**src/rtl/mips_bus_pkg.sv**
```systemverilog
// Shared types and constants for the mips_cpu_bus memory-side arbiter.
package mips_bus_pkg;
  typedef enum logic [1:0] {IDLE, GRANT0, GRANT1} arb_state_t;
  localparam logic [31:0] ABORT_DATA_DEFAULT = 32'hDEADBEEF;
endpackage

```
**src/rtl/mips_bus_watchdog.sv**
```systemverilog
// Saturating-free wait counter: cleared explicitly, flags TIMEOUT-1 reached.
module mips_bus_watchdog #(
  parameter int TIMEOUT = 1024
) (
  input  logic clk,
  input  logic reset,
  input  logic clear,
  input  logic count_en,
  output logic expired
);
  localparam int CW = $clog2(TIMEOUT) + 1;

  logic [CW-1:0] wait_cnt_q, wait_cnt_d;

  always_comb begin
    wait_cnt_d = wait_cnt_q;
    if (clear) begin
      wait_cnt_d = '0;
    end else if (count_en) begin
      wait_cnt_d = wait_cnt_q + CW'(1);
    end
  end

  always_ff @(posedge clk) begin
    if (reset) begin
      wait_cnt_q <= '0;
    end else begin
      wait_cnt_q <= wait_cnt_d;
    end
  end

  assign expired = (wait_cnt_q == CW'(TIMEOUT - 1));
endmodule

```
**src/rtl/mips_avalon_arbiter.sv**
```systemverilog
// Two-master round-robin Avalon-MM arbiter with a stuck-slave watchdog.
module mips_avalon_arbiter
  import mips_bus_pkg::*;
#(
  parameter int          ADDR_W     = 32,
  parameter int          TIMEOUT    = 1024,
  parameter logic [31:0] ABORT_DATA = ABORT_DATA_DEFAULT
) (
  input  logic              clk,
  input  logic              reset,
  input  logic [ADDR_W-1:0] m0_address,
  input  logic              m0_read,
  input  logic              m0_write,
  input  logic [31:0]       m0_writedata,
  input  logic [3:0]        m0_byteenable,
  output logic              m0_waitrequest,
  output logic [31:0]       m0_readdata,
  input  logic [ADDR_W-1:0] m1_address,
  input  logic              m1_read,
  input  logic              m1_write,
  input  logic [31:0]       m1_writedata,
  input  logic [3:0]        m1_byteenable,
  output logic              m1_waitrequest,
  output logic [31:0]       m1_readdata,
  output logic [ADDR_W-1:0] s_address,
  output logic              s_read,
  output logic              s_write,
  output logic [31:0]       s_writedata,
  output logic [3:0]        s_byteenable,
  input  logic              s_waitrequest,
  input  logic [31:0]       s_readdata,
  output logic [1:0]        grant,
  output logic              bus_error
);
  arb_state_t state_q, state_d;
  logic last_q, last_d;
  logic err_q, err_d;
  logic clear, count_en, expired, abort;
  logic req0, req1, own, req_own;

  assign req0    = m0_read | m0_write;
  assign req1    = m1_read | m1_write;
  assign own     = (state_q == GRANT1);
  assign req_own = own ? req1 : req0;

  mips_bus_watchdog #(.TIMEOUT(TIMEOUT)) u_wdog (
    .clk      (clk),
    .reset    (reset),
    .clear    (clear),
    .count_en (count_en),
    .expired  (expired)
  );

  always_ff @(posedge clk) begin
    if (reset) begin
      state_q <= IDLE;
      last_q  <= 1'b1;
      err_q   <= 1'b0;
    end else begin
      state_q <= state_d;
      last_q  <= last_d;
      err_q   <= err_d;
    end
  end

  always_comb begin
    state_d  = state_q;
    last_d   = last_q;
    err_d    = err_q;
    clear    = 1'b0;
    count_en = 1'b0;
    abort    = 1'b0;
    unique case (state_q)
      IDLE: begin
        clear = 1'b1;
        if (req0 && (!req1 || last_q)) begin
          state_d = GRANT0;
        end else if (req1) begin
          state_d = GRANT1;
        end
      end
      GRANT0, GRANT1: begin
        // a dropped request is abandoned without updating fairness
        if (!req_own) begin
          state_d = IDLE;
          clear   = 1'b1;
        end else if (!s_waitrequest) begin
          state_d = IDLE;
          last_d  = own;
          clear   = 1'b1;
        end else if (expired) begin
          abort   = 1'b1;
          state_d = IDLE;
          last_d  = own;
          err_d   = 1'b1;
          clear   = 1'b1;
        end else begin
          count_en = 1'b1;
        end
      end
      default: state_d = IDLE;
    endcase
  end

  always_comb begin
    s_address      = '0;
    s_read         = 1'b0;
    s_write        = 1'b0;
    s_writedata    = '0;
    s_byteenable   = '0;
    m0_waitrequest = 1'b1;
    m1_waitrequest = 1'b1;
    m0_readdata    = '0;
    m1_readdata    = '0;
    grant          = 2'b00;
    if (!reset) begin
      unique case (state_q)
        GRANT0: begin
          s_address      = m0_address;
          s_read         = m0_read & ~abort;
          s_write        = m0_write & ~abort;
          s_writedata    = m0_writedata;
          s_byteenable   = m0_byteenable;
          m0_waitrequest = s_waitrequest & ~abort;
          m0_readdata    = abort ? ABORT_DATA : s_readdata;
          grant          = 2'b01;
        end
        GRANT1: begin
          s_address      = m1_address;
          s_read         = m1_read & ~abort;
          s_write        = m1_write & ~abort;
          s_writedata    = m1_writedata;
          s_byteenable   = m1_byteenable;
          m1_waitrequest = s_waitrequest & ~abort;
          m1_readdata    = abort ? ABORT_DATA : s_readdata;
          grant          = 2'b10;
        end
        default: ;
      endcase
    end
  end

  assign bus_error = err_q;
endmodule

```
**config.mk**
```make
export PLATFORM = sky130hd
export DESIGN_NAME = mips_avalon_arbiter
export DESIGN_NICKNAME = d
export VERILOG_FILES = /design/src/rtl/mips_bus_pkg.sv /design/src/rtl/mips_bus_watchdog.sv /design/src/rtl/mips_avalon_arbiter.sv
export SDC_FILE = /design/constraint.sdc
export NUM_CORES = 1
export LEC_CHECK = 0
export ABC_AREA = 0
export CORE_AREA = 2 2 123 125
export DETAILED_ROUTE_END_ITERATION = 8
export DIE_AREA = 0 0 125 127
export MAX_ROUTING_LAYER = met4
export PLACE_DENSITY = 0.63
export SKIP_CTS_REPAIR_TIMING = 1
export SYNTH_ARGS = -nofsm -noshare
export SYNTH_HDL_FRONTEND = slang
export SYNTH_HIERARCHICAL = 1
export SYNTH_SLANG_ARGS = --single-unit
```
**constraint.sdc**
```tcl
create_clock -name clk -period 4.2 [get_ports clk]
set_input_delay 0.84 -clock clk [delete_from_list [all_inputs] [get_ports clk]]
set_output_delay 0.84 -clock clk [all_outputs]
set_load 0.05 [all_outputs]
```
Yosys cells after proc, flatten, opt, wreduce, memory -nomap -nowiden

Index checks and enable logic that the tools add are counted.

Add/subtract/negate cells: 1
Eq/ne operators: 6
Mux-type cells: 41
Bitwise logic cells: 8
Reductions and logical operators: 9

Operators by type and width:

| cell                                                              | number |
|---|---|
| 32-bit 2-to-1 mux                                                 | 7 |
| 32-bit one-hot mux with 2 select lines                            | 2 |
| 1-bit 2-to-1 mux                                                  | 19 |
| 2-bit 2-to-1 mux                                                  | 6 |
| 11-bit by 1-bit adder with 11-bit output, second input constant   | 1 |
| 11-bit by 10-bit == test with 1-bit output, second input constant | 1 |
| 2-bit one-hot mux with 2 select lines                             | 2 |
| 4-bit one-hot mux with 2 select lines                             | 1 |
| 1-bit one-hot mux with 2 select lines                             | 3 |
| 1-bit AND                                                         | 5 |
| 4-bit 2-to-1 mux                                                  | 1 |
| 4-bit != test, second input constant                              | 1 |
| 4-bit AND reduction                                               | 1 |
| 2-bit OR reduction                                                | 2 |
| 3-bit != test, second input constant                              | 1 |
| 3-bit AND reduction                                               | 1 |
| 2-bit by 1-bit == test with 1-bit output, second input constant   | 1 |
| 2-bit == test, second input constant                              | 1 |
| 2-bit logical NOT                                                 | 1 |
| 2-bit by 1-bit != test with 1-bit output, second input constant   | 1 |
| 1-bit bitwise OR                                                  | 2 |
| 2-bit AND reduction                                               | 1 |
| 1-bit logical AND                                                 | 1 |
| 1-bit logical NOT                                                 | 1 |
| other kinds (2)                                                   | 2 |

Flip-flop bits (word level): 15
Input port bits: 175
Output and inout port bits: 139
Logic and storage cells: 69

Longest topological paths before layout

Depth after elaboration: 9
Mapped depth: 10
Depth with buffers taken out: 10

Hierarchy

Netlist, hierarchy kept.

By module, submodules not included:

| module              | instances | cells each | area each (um^2) | sequential area each (um^2) |
|---|---|---|---|---|
| mips_avalon_arbiter | 1         | 285        | 1,826.8          | 80.1 |
| mips_bus_watchdog   | 1         | 58         | 523.0            | 220.2 |

Least setup slack after synthesis

OpenSTA, ideal clock, no wires.

Path type: input to output
Start: input m0_write
End: output s_read
Data arrival time: 2,551 ps
Required time: 3,360 ps
Setup slack: 809 ps
Stages on the path: 4
Path buffers: 1
Path through: nor3_2 a2111oi_4 buf_6 nor3_1

Cells in the longest elaborated chain, start to end: 8
Elaborated cells on any way between the ends: 9
Those cells by class: 5 x mux; 4 x bitwise

Ends and longest elaborated chain:

| what                                    | RTL line                                               | text |
|---|---|---|
| from (decl)                             | mips_avalon_arbiter.sv:13                              | `input logic m0_write,` |
| 1-bit bitwise OR *                      | mips_avalon_arbiter.sv:41                              | `assign req0 = m0_read \| m0_write;` |
| 1-bit 2-to-1 mux *                      | mips_avalon_arbiter.sv:44                              | `assign req_own = own ? req1 : req0;` |
| 1-bit 2-to-1 mux *                      | mips_avalon_arbiter.sv:84                              | `if (!req_own) begin` |
| 1-bit 2-to-1 mux *                      | mips_avalon_arbiter.sv:73                              | `unique case (state_q)` |
| 1-bit inverter *                        | mips_avalon_arbiter.sv:120, mips_avalon_arbiter.sv:130 |  |
| 1-bit AND, on equally long branches     | mips_avalon_arbiter.sv:130, mips_avalon_arbiter.sv:120 |  |
| 1-bit one-hot mux with 2 select lines * | mips_avalon_arbiter.sv:117                             | `unique case (state_q)` |
| 1-bit 2-to-1 mux *                      | mips_avalon_arbiter.sv:116                             | `if (!reset) begin` |
| to (decl)                               | mips_avalon_arbiter.sv:26                              | `output logic s_read,` |

Mark *: on every way between the ends. The rest lies on a longest branch, timed or not.

Worst setup path in the final report

Start: input m0_write
End: output m1_readdata[8]

Cells in the longest elaborated chain, start to end: 7

Ends and longest elaborated chain:

| what              | RTL line                   | text |
|---|---|---|
| 1-bit bitwise OR  | mips_avalon_arbiter.sv:41  |  |
| 1-bit 2-to-1 mux  | mips_avalon_arbiter.sv:44  |  |
| 1-bit 2-to-1 mux  | mips_avalon_arbiter.sv:84  |  |
| 1-bit 2-to-1 mux  | mips_avalon_arbiter.sv:73  |  |
| 32-bit 2-to-1 mux | mips_avalon_arbiter.sv:135 | `m1_readdata = abort ? ABORT_DATA : s_readdata;` |
| 32-bit 2-to-1 mux | mips_avalon_arbiter.sv:117 |  |
| 32-bit 2-to-1 mux | mips_avalon_arbiter.sv:116 |  |
| to (decl)         | mips_avalon_arbiter.sv:24  | `output logic [31:0] m1_readdata,` |

Every way passes these cells.

==> metrics.log <==
[metrics] async set or reset register ratio after synthesis: 0%
[metrics] Remaining DRCs: 0
[metrics] highest net fanout along the worst path: 8
[metrics] areal power density over the cells: 268.6 nW/um^2
[metrics] clk buf depth: 2
[metrics] reported leakage power: 2.307 nW
[metrics] share of post-route cells with drive strength above 1: 24.21%
[metrics] count of distinct cell types in the synthesized netlist: 41
[metrics] maximum clock skew at final layout: 0.001625 ns
[metrics] Required @ worst endpoint: 3.36 ns
[metrics] total standard cell area after synthesis: 2350 sq um
[metrics] overall power: 1.596 mW
[metrics] count of flip-flops with a built-in enable after synthesis: 0
[metrics] Starting Density: 16.29%
[metrics] run status: completed
[metrics] via count of the first global-routing pass: 3870
[metrics] worst endpoint data arrival time: 3.09 ns
[metrics] clock tree from TritonCTS: done
[metrics] Initial DRC Count: 192
[metrics] Clk pin slew, worst setup/hold paths: 0.05 ns
[metrics] Area growth, synth to finish: 152.8%
[metrics] cell depth of the worst flop-to-flop path: 9
[metrics] number of ports placed on the die boundary: 314
[metrics] number of max-slew violations in the final report: 0
[metrics] Critical Path Source Type: primary input
[metrics] part of the cycle the worst path needs: 93.51%
[metrics] maximum number of pins on one net before global-route repair: 59
[metrics] utilization after layout: 41.18%
[metrics] number of placed instances, taps included: 812
[metrics] Cells after Synth: 343
[metrics] antenna diode count: 0
[metrics] Core Region: 14420 sq um
[metrics] vias after detailed routing: 3851
[metrics] transition time at the pin with the least slew margin: 0.6850 ns
[metrics] count of non-filler cells in the finished layout: 816
[metrics] endpoint of the worst hold path: bus_error$_SDFFE_PP0P_
[metrics] placed cell areas: 5859 sq um
[metrics] detailed-placement wirelength estimate: 11.80 mm
[metrics] sequential element share of the synthesized area: 12.78%
[metrics] Max Cap Viol: 0
[metrics] DRT Pass-1 Iters: 4
[metrics] clock period minus final worst setup slack: 3.927 ns
[metrics] Max rail drop VDD: 0.1439 mV
[metrics] CTS H-Tree Depth: 1
[metrics] origin of the worst min-delay path: bus_error$_SDFFE_PP0P_
[metrics] fmax: 0.2546 GHz
[metrics] Seq cells post-synth: 15
[metrics] initial antenna violation count: 0
[metrics] wire length of the first global-routing pass: 21.53 mm
[metrics] overflow left after global routing: 0
[metrics] routability cong.: 0.9216
[metrics] gr usage total: 17.09%
[metrics] NumNets Final: 814
[metrics] Slew headroom: 53.91%
[metrics] worst flop-to-flop path startpoint: u_wdog/wait_cnt_q[0]$_SDFFE_PP0P_
[metrics] CTS root buffer: clkbuf_16
[metrics] x dimension of the die: 125 um
[metrics] clock insertion delay at the later pin of the skew report: 0.24 ns
[metrics] Worst R2R End: u_wdog/wait_cnt_q[9]$_SDFFE_PP0P_
[metrics] unrepaired setup endpoints after global routing: no
[metrics] final total negative setup slack: 0 ns
[metrics] number of setup violations in the final report: 0
[metrics] Vias/cell: 4.719
[metrics] number of CTS-inserted buffers: 3
[metrics] die outline area: 15880 sq um
[metrics] synthesis warning total: 6
[metrics] per-instance average area after synthesis: 6.851 sq um
[metrics] synthesized net count: 524
[metrics] hold path cells: 2
[metrics] final hold violation count: 0
[metrics] Antenna Nets Post-Route: 0
[metrics] kind of end point of the critical path: output port
[metrics] clk sinks: 15
[metrics] critical path class: in2out
[metrics] post-route cell area: 5939 sq um
[metrics] R2R Setup Slk: 1.59 ns
[metrics] wire length reported by the detailed router: 14.36 mm
[metrics] row count: 44
[metrics] most used flip-flop cell after synthesis: dfxtp_1
[metrics] routed wire length per instance: 17.60 um
[metrics] worst hold path type: reg2reg
[metrics] height of the die: 127 um
[metrics] count of input and output buffers: 313
## cells by family (layout without fill, tap and decap cells)
kind of cell	after synthesis	in the layout	synth area share, %
compound gates	140	140	45.69
simple gates	127	127	25.19
buf+inv	47	336	9.904
flops	15	15	12.78
fa+ha+maj	6	6	3.195
xor+xnor	4	4	1.491
mux	4	4	1.757
## stage by stage
step / hold slack (ns) / setup WS [ns]
floorplan: 0.4267 / 0.8093
global placement: 0.4570 / 0.3245
detailed placement: 0.4722 / 0.2757
CTS: 0.4833 / 0.2700
global route: 0.5078 / 0.05816
finish: 0.4689 / 0.2725
## cell type report
cell class	instances	area, sq um
Fill cell	1455	8484
Sequential cell	15	300.3
Multi-Input combinational cell	281	1829
Clock inverter	1	5.005
Tap cell	184	230.2
Clock buffer	3	75.07
Inverter	9	33.78
Timing Repair Buffer	323	3466
## metal layers
metal	part of all wire, %	routed length, um	track usage (%)	vias to the layer above
li1	-	-	-	1837
met1	40	5763	20.49	1852
met2	54	7718	31.23	150
met3	5.0	723	2.554	12
met4	1.1	156	2.092	0
met5	0	0	-	-
## flip-flops by register name, indices dropped and copies added, names as in the netlist
signal and flops:
last_q 1, state_q 2, u_wdog/wait_cnt_q 11, bus_error 1
## critical path, cell delays in order
cell             delay (ns)
clkdlybuf4s50_1        0.55
nor3_2                 0.11
a211oi_2               0.34
nand3_1                0.27
and3_1                 0.28
clkdlybuf4s50_1        0.69
## worst max-delay path by stage
stage | startpoint | to
floorplan | m0_write | s_read
global placement | m0_write | m1_readdata[17]
detailed placement | m0_read | m1_readdata[17]
CTS | m0_read | m1_readdata[17]
global route | u_wdog/wait_cnt_q[0]$_SDFFE_PP0P_ | m1_readdata[3]
finish | m0_write | m1_readdata[8]
## cells in the final DEF (no fill, tap or decap), drive strengths merged, types with 7 or more instances in the layout
cell,synthesis,layout
a21oi,7,7
a22oi,68,68
and3,16,16
buf,11,132
clkdlybuf4s50,0,191
dfxtp,15,15
inv,9,9
nand2,8,8
nor2,80,80
o21a,48,48
## where the power goes
group	internal, mW	total (mW)	switching (mW)
Clock	0.127	0.186	0.0592
Combinational	0.500	1.25	0.751
Sequential	0.150	0.158	0.00749
Total	0.778	1.60	0.818
## Yosys cell counts (4+ instances only)
cell type | number | area [sq um]
o21a_1 | 48 | 360.4
nand2_1 | 8 | 30.03
inv_1 | 9 | 33.78
nor2_1 | 78 | 292.8
ha_1 | 6 | 75.07
buf_6 | 7 | 78.83
a22oi_1 | 68 | 510.5
clkbuf_1 | 27 | 101.4
nand3_1 | 4 | 20.02
a21oi_1 | 7 | 35.03
and3_1 | 16 | 100.1
dfxtp_1 | 15 | 300.3
Power figures use the tool's default switching activity.
